`config.mk`:
```
export PLATFORM = sky130hd
export DESIGN_NAME = sramlike_arbiter
export DESIGN_NICKNAME = d
export VERILOG_FILES = /design/src/rtl/mem_if_pkg.sv /design/src/rtl/sramlike_grant.sv /design/src/rtl/sramlike_arbiter.sv
export SDC_FILE = /design/constraint.sdc
export NUM_CORES = 1
export LEC_CHECK = 0
export ABC_CLOCK_PERIOD_IN_PS = 1200
export BUFFER_PORTS_ARGS = -buffer_cell sky130_fd_sc_hd__buf_2
export CAP_MARGIN = 15
export CORE_AREA = 2 2 118 120
export DETAILED_ROUTE_END_ITERATION = 12
export DIE_AREA = 0 0 120 122
export GPL_TIMING_DRIVEN = 0
export HOLD_SLACK_MARGIN = 0.15
export PLACE_DENSITY_LB_ADDON = 0.12
export SETUP_SLACK_MARGIN = 0.3
export SLEW_MARGIN = 25
export SYNTH_ARGS = -nofsm -noshare
export SYNTH_HDL_FRONTEND = slang
export SYNTH_SLANG_ARGS = --single-unit
export TNS_END_PERCENT = 5
```
`constraint.sdc`:
```
create_clock -name clk -period 1.2 [get_ports clk]
set_input_delay 0.24 -clock clk [delete_from_list [all_inputs] [get_ports clk]]
set_output_delay 0.24 -clock clk [all_outputs]
set_load 0.02 [all_outputs]
```
`src/rtl/mem_if_pkg.sv`:
```
// Shared definitions for the sram-like memory interface blocks: arbiter
// state encoding, grant encoding, transfer size codes and counter sizing.
package mem_if_pkg;

  typedef enum logic [1:0] {
    IDLE = 2'd0,
    ADDR = 2'd1,
    DATA = 2'd2
  } state_e;

  localparam logic GNT_INST = 1'b0;
  localparam logic GNT_DATA = 1'b1;

  localparam logic [1:0] SIZE_B = 2'd0;
  localparam logic [1:0] SIZE_H = 2'd1;
  localparam logic [1:0] SIZE_W = 2'd2;

  // Width of a counter that must hold values 0..max_run inclusive.
  function automatic int run_cnt_w(input int max_run);
    return (max_run < 1) ? 1 : $clog2(max_run + 1);
  endfunction

endpackage

```
`src/rtl/sramlike_grant.sv`:
```
// Grant decision for the sram-like arbiter: data master has priority, but
// after MAX_DATA_RUN consecutive data grants taken while instruction fetch
// was waiting, the next arbitration goes to instruction fetch.
module sramlike_grant
  import mem_if_pkg::*;
#(
  parameter int MAX_DATA_RUN = 4
) (
  input  logic clk,
  input  logic rst,
  input  logic arb_en,
  input  logic inst_req,
  input  logic data_req,
  output logic gnt
);

  localparam int CNT_W = run_cnt_w(MAX_DATA_RUN);
  localparam logic [CNT_W-1:0] RUN_MAX = CNT_W'(MAX_DATA_RUN);

  logic [CNT_W-1:0] run_cnt;
  logic [CNT_W-1:0] run_cnt_nxt;
  logic             pick_data;

  // Increment that sticks at the starvation limit.
  function automatic logic [CNT_W-1:0] sat_inc(input logic [CNT_W-1:0] v);
    return (v >= RUN_MAX) ? RUN_MAX : v + CNT_W'(1);
  endfunction

  // Priority decision and next streak count for the current request pair.
  always_comb begin
    pick_data   = data_req && !(inst_req && (run_cnt == RUN_MAX));
    run_cnt_nxt = '0;
    if (pick_data && inst_req) begin
      run_cnt_nxt = sat_inc(run_cnt);
    end
  end

  // Latch the winner and the streak count once per arbitration.
  always_ff @(posedge clk) begin
    if (rst) begin
      gnt     <= GNT_INST;
      run_cnt <= '0;
    end else if (arb_en) begin
      gnt     <= pick_data ? GNT_DATA : GNT_INST;
      run_cnt <= run_cnt_nxt;
    end
  end

endmodule

```
`src/rtl/sramlike_arbiter.sv`:
```
// Shares one sram-like slave port between the core's instruction and data
// masters. One transaction in flight at a time; handshakes are steered back
// only to the granted master.
module sramlike_arbiter
  import mem_if_pkg::*;
#(
  parameter int ADDR_W       = 32,
  parameter int DATA_W       = 32,
  parameter int MAX_DATA_RUN = 4
) (
  input  logic              clk,
  input  logic              rst,

  input  logic              inst_req,
  input  logic              inst_wr,
  input  logic [1:0]        inst_size,
  input  logic [ADDR_W-1:0] inst_addr,
  input  logic [DATA_W-1:0] inst_wdata,
  output logic [DATA_W-1:0] inst_rdata,
  output logic              inst_addr_ok,
  output logic              inst_data_ok,

  input  logic              data_req,
  input  logic              data_wr,
  input  logic [1:0]        data_size,
  input  logic [ADDR_W-1:0] data_addr,
  input  logic [DATA_W-1:0] data_wdata,
  output logic [DATA_W-1:0] data_rdata,
  output logic              data_addr_ok,
  output logic              data_data_ok,

  output logic              mem_req,
  output logic              mem_wr,
  output logic [1:0]        mem_size,
  output logic [ADDR_W-1:0] mem_addr,
  output logic [DATA_W-1:0] mem_wdata,
  input  logic [DATA_W-1:0] mem_rdata,
  input  logic              mem_addr_ok,
  input  logic              mem_data_ok
);

  state_e state;
  logic   gnt;
  logic   gnt_req;
  logic   arb_en;

  // Arbitrate only while idle and someone is asking.
  assign arb_en  = (state == IDLE) && (inst_req || data_req);
  assign gnt_req = (gnt == GNT_DATA) ? data_req : inst_req;

  sramlike_grant #(
    .MAX_DATA_RUN(MAX_DATA_RUN)
  ) u_grant (
    .clk      (clk),
    .rst      (rst),
    .arb_en   (arb_en),
    .inst_req (inst_req),
    .data_req (data_req),
    .gnt      (gnt)
  );

  // Request mux toward the slave and handshake steering back to the masters.
  // Slave-side fields are zeroed outside the address phase so the losing
  // master's request never leaks onto mem_*.
  always_comb begin
    mem_req      = 1'b0;
    mem_wr       = 1'b0;
    mem_size     = SIZE_B;
    mem_addr     = '0;
    mem_wdata    = '0;
    inst_addr_ok = 1'b0;
    data_addr_ok = 1'b0;
    inst_data_ok = 1'b0;
    data_data_ok = 1'b0;
    inst_rdata   = mem_rdata;
    data_rdata   = mem_rdata;
    if (state == ADDR) begin
      mem_req = gnt_req;
      if (gnt == GNT_DATA) begin
        mem_wr    = data_wr;
        mem_size  = data_size;
        mem_addr  = data_addr;
        mem_wdata = data_wdata;
      end else begin
        mem_wr    = inst_wr;
        mem_size  = inst_size;
        mem_addr  = inst_addr;
        mem_wdata = inst_wdata;
      end
      inst_addr_ok = (gnt == GNT_INST) && gnt_req && mem_addr_ok;
      data_addr_ok = (gnt == GNT_DATA) && gnt_req && mem_addr_ok;
    end else if (state == DATA) begin
      inst_data_ok = (gnt == GNT_INST) && mem_data_ok;
      data_data_ok = (gnt == GNT_DATA) && mem_data_ok;
    end
  end

  // Transaction sequencing: arbitrate, issue address, wait for data, bubble.
  always_ff @(posedge clk) begin
    if (rst) begin
      state <= IDLE;
    end else begin
      case (state)
        IDLE: begin
          if (arb_en) state <= ADDR;
        end
        ADDR: begin
          if (!gnt_req)        state <= IDLE;
          else if (mem_addr_ok) state <= DATA;
        end
        DATA: begin
          if (mem_data_ok) state <= IDLE;
        end
        default: state <= IDLE;
      endcase
    end
  end

endmodule
```
== Word level (Yosys, flattened, before mapping) ==
Index checks and enable logic that the tools add are counted.
Storage, ports and cells
  bits in registers: 6
  input port bits: 172
  output and inout port bits: 136
  word-level logic and storage cells: 50
Cells by class
  add/subtract/negate cells: 1
  $lt $le $gt $ge: 1
  equality and inequality tests: 6
  multiplexer cells: 24
  bitwise operators: 1
  reductions and logical operators: 14
Operator list (number)
  2-to-1 mux 32 bit: 4
  2-to-1 mux 2 bit: 6
  2-to-1 mux 1 bit: 11
  logical AND 1 bit: 10
  2-to-1 mux 3 bit: 2
  one-hot mux 2 bit (3 select lines): 1
  != test 2 bit (second input constant): 2
  adder 3 x 1 -> 3 bit (second input constant): 1
  == test 3 bit (second input constant): 1
  >= comparator 3 bit (second input constant): 1
  != test 3 bit (second input constant): 1
  AND reduction 3 bit: 1
  == test 2 x 1 -> 1 bit (second input constant): 1
  == test 2 bit (second input constant): 1
  zero test 2 bit: 1
  zero test 1 bit: 1
  logical OR 1 bit: 1
  inverter 1 bit: 1

== Depth between registers and ports, before layout ==
Gate-level depths: netlist of run 1.
  word-level depth: 6
  depth in mapped cells: 5
  gate-level depth less buffers: 5

== Modules after synthesis ==
From an unflattened synthesis of run 1, not the netlist that was laid out.
Second synthesis, totals
  cells, all modules: 257
  area, all modules: 1869.3 um2
By module, submodules not included
  sramlike_arbiter: times used 1, cells each 237, area each 1665.3 um2, sequential area each 40.0 um2
  sramlike_grant: times used 1, cells each 20, area each 203.9 um2, sequential area each 80.1 um2

== Least setup slack after synthesis of run 1 ==
OpenSTA, ideal clock, no wires.
  path kind: register to output
  start: register u_grant.gnt
  end: output inst_addr_ok
  data arrival time: 1.158 ns
  required time: 0.960 ns
  setup slack: -0.198 ns
  cell stages (with the launch flop): 4
  buffers on the path: 2
  path through: dfxtp_1 buf_4 buf_2 nor3b_1
Between the ends
  word-level cells in the longest chain between the ends: 4
  elaborated cells between the ends (all ways): 5
  those cells by class: mux (2); bitwise (1); reduce/logical (2)
Ends and longest elaborated chain
  start: declaration: RTL line sramlike_grant.sv:14  | output logic gnt
  start signal: assignment: RTL line sramlike_grant.sv:44  | gnt <= pick_data ? GNT_DATA : GNT_INST;
  2-to-1 mux 1 bit / inverter 1 bit (equally long branches): RTL line sramlike_arbiter.sv:49, sramlike_arbiter.sv:90
  logical AND 1 bit (*) (2 in series): RTL line sramlike_arbiter.sv:90  | inst_addr_ok = (gnt == GNT_INST) && gnt_req && mem_addr_ok;
  2-to-1 mux 1 bit (*): RTL line sramlike_arbiter.sv:77  | if (state == ADDR) begin
  end: declaration: RTL line sramlike_arbiter.sv:20  | output logic inst_addr_ok,
Mark *: on every way between the ends. The rest lies on a longest branch, timed or not.

== Worst setup path in the final report of run 1 ==
  start: register u_grant.gnt
  end: output mem_addr[4]
Between the ends
  word-level cells in the longest chain between the ends: 2
Ends and longest elaborated chain
  2-to-1 mux 32 bit: RTL line sramlike_arbiter.sv:79  | if (gnt == GNT_DATA) begin
  2-to-1 mux 32 bit: RTL line sramlike_arbiter.sv:77
  end: declaration: RTL line sramlike_arbiter.sv:35  | output logic [ADDR_W-1:0] mem_addr,
Every way passes these cells.

==> impl_metrics.toml, run 1 <==
[outcome]
status = "finished, violations left"
violations = "setup timing"

[clock_network]
clk_latency_ps = 230
path_clk_slew_ps = 30
cts_sinks = 6
numCtsBuffers = 3
cts_tree = "yes"
cts-htree-levels = 1
cts_root_buf = "clkbuf_16"
cts_buffer_depth = 2

[sta]
rsz0062_at_grt = "true"
maxSlewViolCount = 0
hold_viol = 0
setup_violations = 74
period_share_pct = 135
max_freq_mhz = 617
maxSlewHeadroom_pct = 80.6
skew_ps = 0.461
worst_pin_slew_ps = 285
final.setup.worst_slack_ps = -420
finalCriticalPeriod_ps = 1620

[detailed_routing]
first_pass_iters = 4
viasPerCell = 3.78
antenna_left = 0
route.detailed.drc = 0
wl_per_cell_um = 13.2
vias = 2745
routed_wirelength_mm = 9.61
drtIter0Drc = 28

[yosys]
ys_seq_elements = 6
synthesis.area_sq_um = 1870
yosysSeqAreaShare_pct = 6.44
synthCells = 256
yosysUniqueCellTypes = 25
syn-num-nets = 430
yosys_warnings = 0
syn_area_per_cell_sq_um = 7.29

[place]
hpwl_mm = 7.66
io_buffers = 275
place_area_sq_um = 3790
gp_congestion = 0.762
preCtsSetupSlack_ps = -371

[die]
dieArea_sq_um = 14600
start_util_pct = 13.8
coreArea_sq_um = 13500
io_pins = 308
die_y_um = 122
fp-row-count = 43
die_w_um = 120

[layout]
num-fill-cells = 1419
layout_commonest_cell = "buf_2"
num_antenna_cells = 0
final_nets = 722
areaGrowthSynthToFinish_pct = 161
stdcell_area_sq_um = 4880
final_cell_mix = "buf_2 (237), buf_4 (70), nor2_2 (49)"
layout-drive-gt1-share_pct = 89.2

[job]
maxCapViolations = 0

[setup_path]
required_ps = 960
arrival_ps = 1380
cp_slowest_cell = "dfxtp_4"
critPathMaxFanout = 6
cpPeakStageDelay_ps = 380
cp-end-kind = "output port"
startpoint_type = "flop"
critPathKind = "reg -> out"
cp_cell_sequence = "clkbuf_16 > buf_16 > mux2i_4 > nor2_4 > buf_6"

[global_routing]
grt_max_degree = 11
grtUsageMet1_pct = 12.5
busiest_layer = "met2"
grt_pass1_vias = 2524
grt_pass1_wl_mm = 12.8
grt_util_met2_pct = 21.0
grt_use_met3_pct = 1.64
grt_remaining_overflow = 0
antenna_found_initial = 0
track_usage_pct = 10.8

[pwr]
max-vdd-ir-drop_mv = 0.410
p_leak_nw = 2.36
power_density_nw_per_um2 = 679

[min_path]
hp-class = "in -> reg"
==> worst paths after layout <==
path / startpoint / endpoint / slack (ps) / depth (start not counted)
setup / recovery: u_grant.gnt / mem_addr[4] / -420 / 5
hold reg to reg: state[1] / state[0] / 440 / 1
setup reg to reg: u_grant.gnt / state[0] / -40 / 4
hold / removal: rst / u_grant.gnt / 240 / 2
==> metal layers <==
layer	wire length, um	vias up	part of all wire (%)
li1	-	1368	-
met1	3430	1249	36
met2	5460	122	57
met3	661	6	6.9
met4	58	0	0.60
met5	0	-	0
==> cells in the mapped netlist, drive strengths merged <==
| library cell | n | area share [%] |
|---|---|---|
| nor2b | 1 | 0.34 |
| mux2 | 1 | 0.60 |
| o211ai | 1 | 0.40 |
| nor3 | 1 | 0.27 |
| nor3b | 1 | 0.40 |
| and3 | 1 | 0.34 |
| ha | 2 | 1.3 |
| nand3 | 2 | 0.54 |
| buf | 80 | 32 |
| dfxtp | 6 | 6.4 |
| mux2i | 68 | 36 |
| a22o | 1 | 0.47 |
| nor2 | 73 | 15 |
| nand2b | 1 | 0.34 |
| inv | 5 | 1.0 |
| a32o | 1 | 0.54 |
| nand3b | 1 | 0.40 |
| a2bb2oi | 2 | 0.94 |
| a21oi | 2 | 0.54 |
| a21bo | 1 | 0.54 |
| or2 | 1 | 0.34 |
| and4 | 1 | 0.47 |
| nand2 | 3 | 0.60 |
==> power by group <==
part	leakage [nW]	switching [W]	internal, W
clock network	0.0370	0.000112	0.000428
registers	0.0513	0.0000167	0.000213
logic	2.27	0.00122	0.00132
==> metrics by stage <==
step                      setup TNS, ps  cells  power (W)  util [%]  hold WS [ps]
after global routing             -31050    726    0.00351      36.1           250
final                            -26800    726    0.00331      36.1           241
after floorplan                   -2700    256    0.00151         -           305
after CTS                        -28950    715    0.00290      31.0           250
after detailed placement         -19540    711    0.00214      28.1           448
after global placement           -18800    711    0.00213      28.1           446
==> flip-flops by register name (all words and copies together), names as in the netlist <==
name,count
u_grant.gnt,1
u_grant.run_cnt,3
state,2
==> cells by family (layout without fill, tap and decap cells) <==
kind of cell / after synthesis / in the layout / share of synthesized area (%)
AO/OA/AOI/OAI: 8 / 8 / 3.42
adder cells (fa/ha/maj): 2 / 2 / 1.34
buffers and inverters: 85 / 375 / 33.0
flip-flops: 6 / 6 / 6.44
multiplexers: 69 / 69 / 37.1
AND/OR/NAND/NOR: 86 / 86 / 18.7
==> timing repair <==
item	CTS	global route
setup buffers	1	1
resized for setup	89	89
gates cloned	0	10
setup endpoints to repair	78	78
pin swaps	3	2
hold buffers	0	0
==> final cells by class <==
class                   count  area (sq um)  share of cell area, %
flip-flops and latches      6           129                   2.64
clock buffers               3          75.1                   1.54
repair buffers            287          1870                   38.4
multi-input cells         165          1780                   36.5
inverters                   5          18.8                  0.385
plain buffers              80           776                   15.9
well taps                 180           225                   4.62
==> critical path, delay by kind of cell (launching register included) <==
| family | cells | cell delay [ps] |
|---|---|---|
| flops | 1 | 380 |
| simple gates | 1 | 60 |
| buf+inv | 3 | 450 |
| mux | 1 | 260 |
Note: power is estimated with default switching activity, not from simulation.
==> run 2: changes to the inputs <==
--- a/config.mk
+++ b/config.mk
@@ -14,7 +14,7 @@
 export GPL_TIMING_DRIVEN = 0
 export HOLD_SLACK_MARGIN = 0.15
 export PLACE_DENSITY_LB_ADDON = 0.12
-export SETUP_SLACK_MARGIN = 0.3
+export SKIP_CTS_REPAIR_TIMING = 1
 export SLEW_MARGIN = 25
 export SYNTH_ARGS = -nofsm -noshare
 export SYNTH_HDL_FRONTEND = slang
==> impl_metrics.toml, run 2 (same netlist as run 1, synthesis figures left out) <==
[outcome]
status = "finished, violations left"
violations = "setup timing"

[layout]
regMostFlops = "u_grant.run_cnt"
num_antenna_cells = 0
final_cell_mix = "buf_2 (233), buf_4 (85), nor2_1 (48)"
ff_latch_area_sq_um = 126
layout_commonest_cell = "buf_2"
reg_top3 = "u_grant.run_cnt x3, state x2, u_grant.gnt x1"
multiInputGateArea_sq_um = 1620
largest_register_ffs = 3
areaGrowthSynthToFinish_pct = 149
num-fill-cells = 1424
layout-drive-gt1-share_pct = 79.3
final_nets = 721
stdcell_area_sq_um = 4650

[clock_network]
cts-htree-levels = 1
path_clk_slew_ps = 30
cts_tree = "yes"
cts_root_buf = "clkbuf_16"
cts_sinks = 6
numCtsBuffers = 3
clk_latency_ps = 230
cts_buffer_depth = 2

[place]
io_buffers = 275
place_area_sq_um = 3650
hpwl_mm = 7.94
gp_congestion = 0.726

[die]
die_y_um = 122
coreArea_sq_um = 13500
io_pins = 308
fp-row-count = 43
dieArea_sq_um = 14600
die_w_um = 120
start_util_pct = 13.8

[setup_path]
worst_path_most_repeated_cell = "clkbuf_16"
critPathKind = "reg -> out"
cpLargestDelayFamily = "buffers and inverters"
startpoint_type = "flop"
cpPeakStageDelay_ps = 380
critPathMaxFanout = 6
required_ps = 960
cp-end-kind = "output port"
cp_num_buf_inv = 3
cp_slowest_cell = "dfxtp_4"
arrival_ps = 1380
cp_cell_sequence = "clkbuf_16 > clkbuf_16 > mux2i_4 > nor2_4 > buf_6"

[detailed_routing]
viasPerCell = 3.78
routed_wirelength_mm = 9.81
vias = 2739
wl_per_cell_um = 13.5
route.detailed.drc = 0
antenna_left = 0
first_pass_iters = 4
drtIter0Drc = 41

[pwr]
pwr-share-clk_pct = 17.2
switching_share_pct = 40.4
intPower_w = 0.00190
max-vdd-ir-drop_mv = 0.629
comb_power_share_pct = 75.6
pwr-share-seq_pct = 7.2
power_density_nw_per_um2 = 685
p_sw_w = 0.00128
p_leak_nw = 2.34

[sta]
skew_ps = 1.91
setup_violations = 72
hold_ws_ps = 240
final.setup.worst_slack_ps = -417
worst_pin_slew_ps = 314
maxSlewViolCount = 0
max_freq_mhz = 618
hold_viol = 0
maxSlewHeadroom_pct = 79.0
finalCriticalPeriod_ps = 1620
rsz0062_at_grt = "true"
period_share_pct = 135

[min_path]
hp-class = "in -> reg"

[global_routing]
grt_remaining_overflow = 0
track_usage_pct = 10.8
antenna_found_initial = 0
grt_pass1_vias = 2345
grt_pass1_wl_mm = 12.5
grt_max_degree = 11

[job]
maxCapViolations = 0
==> run 2: changes by cell type in the layout (fill, tap and decap cells not counted), sizes merged <==
cell | before | now
buf | 355 | 354
==> run 2: per-layer routing <==
metal | vias up | part of all wire [%] | global-route usage (%)
met1 | 1239 | 34 | 11.4
met4 | 0 | 0.70 | 1.32
li1 | 1366 | - | -
met5 | - | 0 | 0
met3 | 7 | 8.1 | 2.72
met2 | 127 | 58 | 21.7
==> run 2: worst paths after layout <==
| check | start | endpoint | slack [ps] | cells past startpoint |
|---|---|---|---|---|
| worst max-delay path | u_grant.gnt | mem_addr[2] | -420 | 5 |
| worst min-delay path | rst | state[1] | 240 | 2 |
| worst max register to register | u_grant.gnt | state[0] | 30 | 4 |
| worst min register to register | state[1] | state[0] | 450 | 1 |
==> run 2: metrics by stage <==
step / setup slack (ps) / TNS, ps / total power [W] / utilization [%] / cells
2_1_floorplan: -75.2 / -4910 / 0.00142 / - / 256
5_1_grt: -483 / -30210 / 0.00337 / 34.4 / 725
3_3_place_gp: -392 / -18920 / 0.00204 / 27.0 / 711
4_1_cts: -639 / -37340 / 0.00262 / 27.6 / 714
3_5_place_dp: -389 / -19260 / 0.00205 / 27.0 / 711
6_report: -417 / -25930 / 0.00318 / 34.4 / 725
==> run 2: power by group through the flow <==
stage	sequential, W	clock, W	combinational [W]
global placement	0.000222	0	0.00182
detailed placement	0.000222	0	0.00183
CTS	0.000219	0.000562	0.00184
finish	0.000229	0.000546	0.00241
floorplan	0.000221	0	0.00120
global route	0.000232	0.000575	0.00256
==> run 2: area by class of cell <==
class                   count  share of cell area, %
multi-input cells         165                   34.8
clock buffers               3                   1.62
flip-flops and latches      6                   2.72
well taps                 180                   4.85
inverters                   5                  0.404
repair buffers            286                   39.4
plain buffers              80                   16.2
